### src/rtl/bitwise_logic_pipe.sv
// bitwise_logic_pipe: eight-way bitwise operator behind a one-deep valid/ready
// output register, with an optional multi-beat accumulate mode that folds a
// stream of A operands into one result using the op latched on the first beat.
module bitwise_logic_pipe #(
  parameter int WIDTH = 8
) (
  input  logic             clk,
  input  logic             reset,
  input  logic [2:0]       op,
  input  logic             in_valid,
  output logic             in_ready,
  input  logic [WIDTH-1:0] in_a,
  input  logic [WIDTH-1:0] in_b,
  input  logic             in_acc,
  input  logic             in_last,
  output logic             out_valid,
  input  logic             out_ready,
  output logic [WIDTH-1:0] out_data,
  output logic             out_zero,
  output logic             out_ones,
  output logic             busy
);

  typedef enum logic {S_IDLE, S_ACC} state_t;

  state_t           r_state;
  logic [WIDTH-1:0] r_acc;
  logic [2:0]       r_op;
  logic             r_out_valid;
  logic [WIDTH-1:0] r_out_data;
  logic             r_out_zero;
  logic             r_out_ones;

  logic             w_accept;
  logic             w_produce;
  logic             w_load;
  logic [WIDTH-1:0] w_res;

  function automatic logic [WIDTH-1:0] f_op(input logic [2:0] o,
                                            input logic [WIDTH-1:0] x,
                                            input logic [WIDTH-1:0] y);
    logic [WIDTH-1:0] r;
    case (o)
      3'd0:    r = x & y;
      3'd1:    r = x | y;
      3'd2:    r = x ^ y;
      3'd3:    r = ~(x & y);
      3'd4:    r = ~(x | y);
      3'd5:    r = ~(x ^ y);
      3'd6:    r = x & ~y;
      default: r = x;
    endcase
    return r;
  endfunction

  // Ready depends only on output occupancy and downstream ready, never on in_valid
  assign in_ready = !r_out_valid || out_ready;
  assign w_accept = in_valid && in_ready;

  // Result of the current beat: fresh operands in IDLE, fold into accumulator in ACC
  always_comb begin
    w_res     = '0;
    w_produce = 1'b0;
    if (r_state == S_ACC) begin
      w_res     = f_op(r_op, r_acc, in_a);
      w_produce = in_last;
    end else begin
      w_res     = f_op(op, in_a, in_b);
      w_produce = !in_acc || in_last;
    end
  end

  assign w_load = w_accept && w_produce;

  // Accumulation state: enter ACC on a non-final acc beat, leave on the last beat
  always_ff @(posedge clk) begin
    if (reset) begin
      r_state <= S_IDLE;
      r_acc   <= '0;
      r_op    <= '0;
    end else if (w_accept) begin
      case (r_state)
        S_IDLE: begin
          if (in_acc && !in_last) begin
            r_acc   <= w_res;
            r_op    <= op;
            r_state <= S_ACC;
          end
        end
        default: begin
          if (in_last) r_state <= S_IDLE;
          else         r_acc   <= w_res;
        end
      endcase
    end
  end

  // Output register: load wins over drain so back-to-back results stream at full rate
  always_ff @(posedge clk) begin
    if (reset) begin
      r_out_valid <= 1'b0;
      r_out_data  <= '0;
      r_out_zero  <= 1'b0;
      r_out_ones  <= 1'b0;
    end else if (w_load) begin
      r_out_valid <= 1'b1;
      r_out_data  <= w_res;
      r_out_zero  <= (w_res == '0);
      r_out_ones  <= (w_res == '1);
    end else if (r_out_valid && out_ready) begin
      r_out_valid <= 1'b0;
    end
  end

  assign out_valid = r_out_valid;
  assign out_data  = r_out_data;
  assign out_zero  = r_out_zero;
  assign out_ones  = r_out_ones;
  assign busy      = (r_state == S_ACC);

endmodule
### config.mk
export PLATFORM = sky130hd
export DESIGN_NAME = bitwise_logic_pipe
export DESIGN_NICKNAME = d
export VERILOG_FILES = /design/src/rtl/bitwise_logic_pipe.sv
export SDC_FILE = /design/constraint.sdc
export NUM_CORES = 1
export LEC_CHECK = 0
export BUFFER_PORTS_ARGS = -buffer_cell sky130_fd_sc_hd__buf_4
export CORE_MARGIN = 8
export CORE_UTILIZATION = 40
export CTS_CLUSTER_DIAMETER = 200
export DETAILED_ROUTE_END_ITERATION = 7
export SLEW_MARGIN = 20
export SYNTH_ARGS = -nofsm -noshare
export SYNTH_HDL_FRONTEND = slang
export SYNTH_SLANG_ARGS = --single-unit
### constraint.sdc
create_clock -name clk -period 6.7 [get_ports clk]
set_input_delay 0.67 -clock clk [delete_from_list [all_inputs] [get_ports clk]]
set_output_delay 0.67 -clock clk [all_outputs]
set_load 0.005 [all_outputs]
==> results of run 1 <==
## worst paths after layout
path / startpoint / endpoint / cells after the start
max: r_op[1]$_SDFFE_PP0P_ / out_zero$_SDFFE_PP0P_ / 6
min: out_zero$_SDFFE_PP0P_ / out_zero$_SDFFE_PP0P_ / 2
max reg2reg: r_op[1]$_SDFFE_PP0P_ / out_zero$_SDFFE_PP0P_ / 6
min reg2reg: out_zero$_SDFFE_PP0P_ / out_zero$_SDFFE_PP0P_ / 2
## stage by stage
stage	std cells	hold WS (ns)	cell area, um2	worst slack [ns]
detailed placement	426	0.4741	3032	3.969
global placement	426	0.4717	3032	3.991
global route	430	0.5262	3078	3.785
CTS	430	0.4941	3078	3.980
finish	430	0.4923	3078	3.987
floorplan	329	0.4607	2758	4.227
## cell usage after synthesis, types with 6 or more instances
library cell / n / area (um2)
sky130_fd_sc_hd__ha_1: 48 / 600.6
sky130_fd_sc_hd__nor2_1: 42 / 157.7
sky130_fd_sc_hd__inv_1: 30 / 112.6
sky130_fd_sc_hd__dfxtp_1: 23 / 460.4
sky130_fd_sc_hd__a21oi_1: 19 / 95.09
sky130_fd_sc_hd__mux2i_1: 18 / 180.2
sky130_fd_sc_hd__a211oi_1: 16 / 120.1
sky130_fd_sc_hd__mux2_2: 12 / 135.1
sky130_fd_sc_hd__a22oi_1: 10 / 75.07
sky130_fd_sc_hd__nand2_1: 9 / 33.78
sky130_fd_sc_hd__nor2b_1: 9 / 56.30
sky130_fd_sc_hd__buf_2: 8 / 40.04
sky130_fd_sc_hd__clkbuf_1: 8 / 30.03
sky130_fd_sc_hd__nand3_1: 7 / 35.03
sky130_fd_sc_hd__o32a_1: 7 / 70.07
sky130_fd_sc_hd__nand2b_1: 6 / 37.54
## worst max-delay path: stages (launching register included)
cell	delay, ns
sky130_fd_sc_hd__dfxtp_1	0.86
sky130_fd_sc_hd__inv_2	0.29
sky130_fd_sc_hd__mux4_2	0.49
sky130_fd_sc_hd__nand3_1	0.09
sky130_fd_sc_hd__o311a_2	0.22
sky130_fd_sc_hd__or4b_1	0.46
sky130_fd_sc_hd__o31ai_2	0.22
## kinds of logic (layout without fill, tap and decap cells)
group	count (synthesis)	after routing	synth area share, %
buffers and inverters	53	74	8.393
flip-flops	23	23	16.70
AO/OA/AOI/OAI	76	76	20.10
adder cells (fa/ha/maj)	48	48	21.78
multiplexers	36	36	16.06
AND/OR/NAND/NOR	93	93	16.97
## cell type report
type,instances,share of cell area [%]
inverter,32,3.902
multi-input combinational,253,67.11
clock inverter,1,0.1626
sequential,23,14.96
timing repair buffer,38,9.268
clock buffer,3,1.341
tap,80,3.252
## registers in the layout, summed over array words and instances, names as in the netlist
name       cells
out_data       8
out_zero       1
out_valid      1
r_acc          8
busy           1
out_ones       1
r_op           3
## layer usage
metal	track usage [%]	up-vias	wire [um]
li1	-	1229	-
met1	18.47	1151	3078
met2	24.01	53	3374
met3	2.044	2	309
met4	1.535	0	15
met5	0	-	0
## report_power, final
group | switching [W] | internal, W | total [W]
clock | 0.0000457 | 0.0000416 | 0.0000873
combinational | 0.0000750 | 0.0000706 | 0.000146
sequential | 0.0000126 | 0.000146 | 0.000158
==> impl_results.md, run 1 <==
* Status: completed
* Antenna violations before repair at 0
* Antenna Diode Count at 0
* Peak Freq at ~370 MHz
* Multi-input logic area at between 2000 and 2500 um2
* Root Buffer Master: sky130_fd_sc_hd__clkbuf_8
* Async set-reset flop share out of synthesis at 0%
* Average detailed-routed wire length per instance at between 15 and 20 um
* Signal arrival time at the worst endpoint at a little under 3 ns
* Effective utilization at floorplan at between 40 and 50%
* Syn Nets at 402
* Core footprint at around 6700 um2
* Port Buffer Count at 37
* Critical path endpoint category: flop
* Worst endpoint required time at ~6.9 ns
* Wire length of the first global-routing pass at between 10000 and 15000 um
* Worst setup slack for register-to-register paths at 3.99 ns
* Total Power Consumption at approximately 0.00039 W
* Number of search-and-repair iterations in the first detailed-routing pass at 4
* Number of hold buffers added after cts at 0
* Transition time at the pin with the least slew margin at around 0.95 ns
* H-tree levels at 1
* Cells after synthesis at 329
* Maximum buffer depth of the clock tree at 2
* Routability congestion estimate from global placement at 0.8756
* Fillers at ~660
* Synthesis-stage register bit count at 23
* Cell Rows at 30
* Cell Pwr Density at between 100 and 150 nW/um2
* Utilization after layout at 45.81%
* Per-instance average area after synthesis at about 8.4 um2
* Clock network latency to the later pin of the worst-skew pair at between 0.2 and 0.3 ns
* Setup violations, final at 0
* Critical-path maximum fanout at 21
* Clk sinks at 23
* Leak Pwr at around 1.4 nW
* Slew margin rel. at ~36%
* Fraction of the yosys area taken by sequential cells at approximately 17%
* Area taken by flip-flops and latches at 460.4 um2
* Final worst clock skew at 0.008970 ns
* Number of warnings issued by yosys at 0
* Final slew viol count at 0
* Top Ports at 38
* Die Width at just under 100 um
* Number of buffers added for setup after CTS at 0
* Unrepaired setup endpoints after global routing: no
* Mapped cell area at 2758 um2
* Ratio of cells with drive above 1 in the final layout at between 15 and 20%
* IR drop worst, VDD at between 0.00006 and 0.00007 V
* PostCTS Resize Cnt at 0
* Most common cell after layout, fill and taps aside: sky130_fd_sc_hd__ha_1
* Number of antenna-violating nets in the routed design at 0
* Final routed wirelength across all metal layers at a little under 7000 um
* Clock tree from TritonCTS: yes
* Category of the critical setup timing path: flop to flop
* Number of distinct library cell variants in the gate-level netlist after synthesis at 53
* Post-route minimum period at 2.713 ns
* Number of vias per cell after detailed routing at between 5 and 6
* Kind of start point of the critical path: flop
* Total negative slack at 0 ns
* Total track usage at roughly 14%
* TritonCTS Buffers at 3
* Number of enable-type register cells in the synthesized netlist at 0
* Vias at 2435
* Total Die Area at between 9000 and 10000 um2
* Via count of the first global-routing pass at ~2300
* Die outline height at around 100 um
* Classification of the worst-slack hold path: flop to flop
* Commonest cells after routing, fill and taps aside: sky130_fd_sc_hd__ha_1, sky130_fd_sc_hd__nor2_1, sky130_fd_sc_hd__buf_4, sky130_fd_sc_hd__inv_1, sky130_fd_sc_hd__dfxtp_1
* Area growth from synthesis to layout at 11.62%
* CTS clk-pin slew, worst paths at 0.09 ns
* Total grt overflow at 0
* Final Hold Violating Endpoints at 0
* Most used flip-flop cell after synthesis: sky130_fd_sc_hd__dfxtp_1
* Number of nets in the final layout at 424
* DRC violations left at 0
* Max cap viols at 0
* First DRT Iteration DRCs at approximately 150
* Detailed placer's ending HPWL at approximately 5200 um
* Fraction of the cycle the final worst path needs at about two fifths
* Largest net degree at the start of global routing at 31
No activity file was read; power rests on OpenSTA's default activity.
==> run 2: changes to the inputs <==
--- a/config.mk
+++ b/config.mk
@@ -5,6 +5,7 @@
 export SDC_FILE = /design/constraint.sdc
 export NUM_CORES = 1
 export LEC_CHECK = 0
+export ABC_AREA = 1
 export BUFFER_PORTS_ARGS = -buffer_cell sky130_fd_sc_hd__buf_4
 export CORE_MARGIN = 8
 export CORE_UTILIZATION = 40
==> constraint.sdc (replaced) <==
create_clock -name clk -period 2.52 [get_ports clk]
set_input_delay 0.252 -clock clk [delete_from_list [all_inputs] [get_ports clk]]
set_output_delay 0.252 -clock clk [all_outputs]
set_load 0.005 [all_outputs]
==> impl_results.md, run 2 <==
* Final routed wirelength across all metal layers at 8619 um (+27%)
* CP max stage cell: sky130_fd_sc_hd__dfxtp_1
* GRT busiest layer: met2
* Die Width at 102.2 um (+3.2%)
* Slew margin rel. at 55.46% (+19 points)
* Antenna Diode Count at 0 (unchanged)
* H-tree levels at 1 (unchanged)
* Async set-reset flop share out of synthesis at 0% (unchanged)
* Kind of start point of the critical path: flop
* Number of vias per cell after detailed routing at 5.209 (-8.0%)
* PostCTS Resize Cnt at 0 (unchanged)
* Post-Synth Adder-Cell Area at 20.19% (-1.6 points)
* Worst endpoint required time at 2.69 ns (-4.19 ns)
* Core footprint at 7214 um2 (+7.4%)
* Number of buffers added for setup after CTS at 0 (unchanged)
* Die outline height at 102.2 um (+3.2%)
* Max cap viols at 0 (unchanged)
* Classification of the worst-slack hold path: input pin to flop
* Unrepaired setup endpoints after global routing: no
* Part of the power in registers at 37.7% (-2.8 points)
* Combinational Power Share at 39.2% (+2.0 points)
* Post-route minimum period at 2.084 ns (-0.6290 ns)
* Simple-gate share of the synthesized area at 38.69% (+22 points)
* Number of antenna-violating nets in the routed design at 0 (unchanged)
* Synthesis-stage register bit count at 23 (unchanged)
* Final Hold Violating Endpoints at 0 (unchanged)
* DRC violations left at 0 (unchanged)
* Effective utilization at floorplan at 41.24% (+0.20 points)
* Average detailed-routed wire length per instance at 14.08 um (-11%)
* Vias at 3188 (+31%)
* Ratio of cells with drive above 1 in the final layout at 11.31% (-6.4 points)
* Number of search-and-repair iterations in the first detailed-routing pass at 4 (unchanged)
* IR drop worst, VDD at 0.0002325 V (+280%)
* Cell with the most instances after synthesis: sky130_fd_sc_hd__nand2_1
* Via count of the first global-routing pass at 2953 (+28%)
* Mapped cell area at 2975 um2 (+7.9%)
* Total grt overflow at 0 (unchanged)
* Critical path endpoint category: flop
* Most used flip-flop cell after synthesis: sky130_fd_sc_hd__dfxtp_1
* Maximum cell stage delay along the critical path at 0.61 ns (-0.25 ns)
* Per-instance average area after synthesis at 6.085 um2 (-27%)
* Port Buffer Count at 37 (unchanged)
* Library cell occupying the most area in the post-synthesis netlist: sky130_fd_sc_hd__ha_1
* Number of warnings issued by yosys at 0 (unchanged)
* Combinational family with the most area after synthesis: simple AND/OR/NAND/NOR gates
* Antenna violations before repair at 0 (unchanged)
* Most common cell after layout, fill and taps aside: sky130_fd_sc_hd__nand2_1
* First DRT Iteration DRCs at 221 (+46%)
* Met3 track demand over resource in global routing at 2.861% (+0.82 points)
* Mux cell area share after synthesis at 0% (-16 points)
* Area growth from synthesis to layout at 12.41%
* Routability congestion estimate from global placement at 0.8828 (+0.82%)
* Top Ports at 38 (unchanged)
* Switching power of the nets at 0.0004332 W (+220%)
* Transition time at the pin with the least slew margin at 0.6673 ns (-0.2831 ns)
* Syn Nets at 562 (+40%)
* Number of hold buffers added after cts at 0 (unchanged)
* Share of total power in the clock network at 23.1% (+0.8 points)
* Switching power share of the total at 39.87% (+5.8 points)
* Number of cells in the finished layout apart from fillers at 612 (+42%)
* Final slew viol count at 0 (unchanged)
* Met2 routing resource usage after global routing at 28.69% (+4.7 points)
* Clock network latency to the later pin of the worst-skew pair at 0.28 ns (about the same)
* Top post-synthesis cells by count: sky130_fd_sc_hd__nand2_1, sky130_fd_sc_hd__inv_1, sky130_fd_sc_hd__ha_1, sky130_fd_sc_hd__nor2_1, sky130_fd_sc_hd__nand3_1
* Total negative slack at 0 ns (unchanged)
* Setup WS pre-CTS at 0.4251 ns (-3.544 ns)
* Detailed placer's ending HPWL at 6518 um (+26%)
* Number of distinct library cell variants in the gate-level netlist after synthesis at 24 (-55%)
* Root Buffer Master: sky130_fd_sc_hd__clkbuf_8
* Status: completed
* Final worst clock skew at 0.009321 ns (+0.0003515 ns)
* Commonest cells after routing, fill and taps aside: sky130_fd_sc_hd__nand2_1, sky130_fd_sc_hd__inv_1, sky130_fd_sc_hd__nor2_1, sky130_fd_sc_hd__ha_1, sky130_fd_sc_hd__nand3_1
* Clock tree from TritonCTS: yes
* Fraction of the yosys area taken by sequential cells at 15.48% (-1.2 points)
* Worst Reg2Reg Path Length in Cells at 5 (-1)
* Cells after synthesis at 489 (+49%)
* Clk sinks at 23 (unchanged)
* Maximum buffer depth of the clock tree at 2 (unchanged)
* Setup violations, final at 0 (unchanged)
* Depth of the worst hold-timing path at 2 (unchanged)
* Final setup slack of the worst path at 0.4358 ns (-3.551 ns)
* Portion of synthesized cell area occupied by the leading cell type at 20.19% (-1.6 points)
* TritonCTS Buffers at 3 (unchanged)
* Leak Pwr at 1.860 nW (+36%)
* Total track usage at 16.70% (+2.7 points)
* Critical path, cell by cell: inv_2 > a21oi_1 > nand3_1 > o21ai_0 > inv_1
* Cell Pwr Density at 324.9 nW/um2 (+160%)
* Number of nets in the final layout at 587 (+38%)
* Final hold slack at 0.2880 ns (-0.2043 ns)
* Largest net degree at the start of global routing at 28 (-9.7%)
* Signal arrival time at the worst endpoint at 2.25 ns (-0.65 ns)
* Total Die Area at 10450 um2 (+6.6%)
* Synth area leaders: sky130_fd_sc_hd__ha_1, sky130_fd_sc_hd__dfxtp_1, sky130_fd_sc_hd__nand2_1
* Number of enable-type register cells in the synthesized netlist at 0 (unchanged)
* Peak Freq at 479.8 MHz (+30%)
* Met1 Usage GRT at 21.09% (+2.6 points)
* Cell Rows at 31 (+3.3%)
* Post-synthesis share of cell area spent on xor and xnor gates at 0% (unchanged)
* Post-synthesis compound-gate area fraction at 12.83% (-7.3 points)
* Count of placed standard cells including taps at 608 (+43%)
* Wire length of the first global-routing pass at 14220 um (+22%)
* Fraction of the cycle the final worst path needs at 82.71% (+42 points)
* Internal power component at 0.0006533 W (+150%)
* Critical-path maximum fanout at 16 (-24%)
* Category of the critical setup timing path: flop to flop
* CTS clk-pin slew, worst paths at 0.10 ns (about the same)
-- run 2: per-layer routing --
layer  vias to the layer above  routed length (um)
li1                       1637                   -
met1                      1440                3831
met2                        99                4131
met3                        12                 531
met4                         0                 124
met5                         -                   0
-- run 2: layout make-up --
type / count / area (um2)
Timing Repair Buffer: 40 / 300.3
Tap cell: 99 / 123.9
Clock inverter: 1 / 7.507
Sequential cell: 23 / 460.4
Clock buffer: 3 / 41.29
Fill cell: 787 / 3870
Multi-Input combinational cell: 372 / 2133
Inverter: 74 / 277.8
-- run 2: power by group through the flow --
| stage | logic (W) | clock network, W | registers [W] |
|---|---|---|---|
| 3_5_place_dp | 0.000421 | 0 | 0.000418 |
| 3_3_place_gp | 0.000421 | 0 | 0.000417 |
| 2_1_floorplan | 0.000282 | 0 | 0.000410 |
| 5_1_grt | 0.000481 | 0.000271 | 0.000414 |
| 6_report | 0.000426 | 0.000252 | 0.000409 |
| 4_1_cts | 0.000423 | 0.000262 | 0.000410 |
-- run 2: cells by family after synthesis --
logic type,Yosys count
compound gates,70
fa+ha+maj,48
buf+inv,94
flops,23
simple gates,254
-- run 2: worst max-delay path, delay by kind of cell, from the launching register on --
family / cells / cell delay, ns
AOI/OAI and AO/OA: 2 / 0.61
DFF: 1 / 0.61
buffers and inverters: 2 / 0.29
and+or+nand+nor: 1 / 0.48
-- run 2: path summary, 6_finish.rpt --
| kind | endpoint | slack [ns] | from |
|---|---|---|---|
| worst max register to register | r_acc[5]$_SDFFE_PP0P_ | 0.44 | busy$_SDFFE_PP0P_ |
| worst min register to register | out_data[0]$_SDFFE_PP0P_ | 0.47 | out_data[0]$_SDFFE_PP0P_ |
| worst max-delay path | r_acc[5]$_SDFFE_PP0P_ | 0.44 | busy$_SDFFE_PP0P_ |
| worst min-delay path | out_valid$_SDFFE_PP0P_ | 0.29 | reset |
-- run 2: through the flow --
step | instance area, um2 | util (%) | total power, W
final | 3344 | 46.36 | 0.001087
after global routing | 3344 | 46.36 | 0.001166
after CTS | 3344 | 46.36 | 0.001095
after detailed placement | 3296 | 45.68 | 0.0008387
after global placement | 3296 | 45.68 | 0.0008383
after floorplan | 2975 | - | 0.0006923
==> run 3: changes to the inputs <==
==> constraint.sdc (replaced) <==
create_clock -name clk -period 1.8 [get_ports clk]
set_input_delay 0.18 -clock clk [delete_from_list [all_inputs] [get_ports clk]]
set_output_delay 0.18 -clock clk [all_outputs]
set_load 0.005 [all_outputs]
==> impl_results.md, run 3 (synthesis gave the netlist of run 2 again) <==
* Routability congestion estimate from global placement at 0.8523 (-3.5%)
* Fraction of the cycle the final worst path needs at 92.46% (+9.8 points)
* Category of the critical setup timing path: flop to flop
* Die Width at 102.2 um (unchanged)
* Buffers & Inverters on Critical Path at 2 (unchanged)
* Peak Freq at 600.8 MHz (+25%)
* Critical path launch point: r_acc[0]$_SDFFE_PP0P_
* Total Die Area at 10450 um2 (unchanged)
* Classification of the worst-slack hold path: input pin to flop
* Commonest cells after routing, fill and taps aside: sky130_fd_sc_hd__nand2_1, sky130_fd_sc_hd__inv_1, sky130_fd_sc_hd__buf_4, sky130_fd_sc_hd__nor2_1, sky130_fd_sc_hd__ha_1
* Post-route minimum period at 1.664 ns (-0.4199 ns)
* Most common cell after layout, fill and taps aside: sky130_fd_sc_hd__nand2_1
* Root Buffer Master: sky130_fd_sc_hd__clkbuf_8
* Maximum cell stage delay along the critical path at 0.36 ns (-0.25 ns)
* H-tree levels at 1 (unchanged)
* Cell Pwr Density at 444.6 nW/um2 (+37%)
* Setup violations, final at 0 (unchanged)
* Antenna violations before repair at 0 (unchanged)
* Largest net degree at the start of global routing at 24 (-14%)
* Detailed placer's ending HPWL at 6923 um (+6.2%)
* Clock tree from TritonCTS: yes
* Wire length of the first global-routing pass at 14660 um (+3.1%)
* Core footprint at 7214 um2 (unchanged)
* First DRT Iteration DRCs at 224 (+1.4%)
* Critical path's top delay family: simple AND/OR/NAND/NOR gates
* Critical path endpoint category: flop
* Number of vias per cell after detailed routing at 5.157 (-1.0%)
* Average detailed-routed wire length per instance at 13.89 um (-1.4%)
* Hold path startpoint: reset
* Top Ports at 38 (unchanged)
* Count of placed standard cells including taps at 632 (+3.9%)
* TritonCTS Buffers at 3 (unchanged)
* Signal arrival time at the worst endpoint at 1.88 ns (-0.37 ns)
* Fillers at 795 (+1.0%)
* Final Hold Violating Endpoints at 0 (unchanged)
* Leak Pwr at 1.996 nW (+7.3%)
* Number of hold buffers added after cts at 0 (unchanged)
* Critical-path maximum fanout at 3 (-13)
* Number of search-and-repair iterations in the first detailed-routing pass at 4 (unchanged)
* Final routed wirelength across all metal layers at 8848 um (+2.7%)
* Design Area, Final at 3585 um2 (+7.2%)
* IR drop worst, VDD at 0.0003679 V (+58%)
* Clock network latency to the later pin of the worst-skew pair at 0.28 ns (about the same)
* Port Buffer Count at 37 (unchanged)
* Total track usage at 17.26% (+0.56 points)
* Final setup slack of the worst path at 0.1357 ns (-0.3001 ns)
* Number of antenna-violating nets in the routed design at 0 (unchanged)
* Maximum buffer depth of the clock tree at 2 (unchanged)
* Effective utilization at floorplan at 41.24% (unchanged)
* Status: completed
* DRC violations left at 0 (unchanged)
* Number of cells in the finished layout apart from fillers at 637 (+4.1%)
* Number of nets in the final layout at 612 (+4.3%)
* Clk sinks at 23 (unchanged)
* Final slew viol count at 0 (unchanged)
* Slew margin rel. at 65.60% (+10 points)
* Critical R2R Launch: r_acc[0]$_SDFFE_PP0P_
* Worst endpoint required time at 2.01 ns (-0.68 ns)
* Via count of the first global-routing pass at 3059 (+3.6%)
* Final hold slack at 0.2101 ns (-0.07798 ns)
* Vias at 3285 (+3.0%)
* Cell area after placement at 3501 um2 (+6.2%)
* Die outline height at 102.2 um (unchanged)
* Setup WS pre-CTS at 0.03438 ns (-0.3907 ns)
* CP max stage cell: sky130_fd_sc_hd__dfxtp_2
* Final worst clock skew at 0.008991 ns (-0.0003305 ns)
* Cell Rows at 31 (unchanged)
* Most frequent cell on the critical path: sky130_fd_sc_hd__nand2_1
* Critical path, cell by cell: inv_1 > ha_1 > inv_1 > nand3_1 > nand2_1 > nor2_1 > nand2_1 > nand2_1 > nand2_1 > nor2_1 > nand3_1 > o21bai_1
* Total grt overflow at 0 (unchanged)
* Area growth from synthesis to layout at 20.48%
* Max cap viols at 0 (unchanged)
* CTS clk-pin slew, worst paths at 0.10 ns (about the same)
* Ratio of cells with drive above 1 in the final layout at 16.73% (+5.4 points)
* Kind of start point of the critical path: flop
* Transition time at the pin with the least slew margin at 0.5141 ns (-0.1532 ns)
* Antenna Diode Count at 0 (unchanged)
* Utilization after layout at 49.69% (+3.3 points)
run 3: changes by cell type in the layout (fill, tap and decap cells not counted), sizes merged:
cell and delta:
buf +25
run 3: routing by layer:
layer | vias to the layer above | wire (um) | global-route usage, %
met5 | - | 0 | 0
met4 | 0 | 204 | 4.402
met3 | 17 | 420 | 2.589
met2 | 93 | 4154 | 29.14
met1 | 1485 | 4069 | 22.21
li1 | 1690 | - | -
run 3: cell type report:
class                      count  area [um2]  share of cell area (%)
multi-input combinational    372        2141                   59.72
timing repair buffer          65       525.5                   14.66
clock inverter                 1       7.507                  0.2094
sequential                    23       465.4                   12.98
clock buffer                   3       41.29                   1.152
tap                           99       123.9                   3.456
inverter                      74       280.3                   7.819
run 3: worst paths after layout:
kind                                                  to  slack, ns  cells past startpoint
worst max-delay path               out_zero$_SDFFE_PP0P_       0.14                     12
worst min-delay path                r_op[2]$_SDFFE_PP0P_       0.21                      2
worst max register to register     out_zero$_SDFFE_PP0P_       0.14                     12
worst min register to register  out_data[0]$_SDFFE_PP0P_       0.47                      1
run 3: repair_timing:
| item | in CTS | in global routing |
|---|---|---|
| endpoints found under the setup margin | 0 | 10 |
| gates resized for setup | 0 | 8 |
| setup buffers | 0 | 1 |
| hold endpoints to repair | 0 | 0 |
run 3: power breakdown:
part	internal, W	switching, W
logic	0.000266	0.000398
registers	0.000543	0.0000244
clock network	0.000158	0.000204
total	0.000967	0.000627
run 3: metrics by stage:
stage | power [W] | setup TNS [ns]
after floorplan | 0.0009692 | 0
after global placement | 0.001221 | 0
after detailed placement | 0.001226 | 0
after CTS | 0.001587 | 0
after global routing | 0.001705 | -0.008682
final | 0.001594 | 0
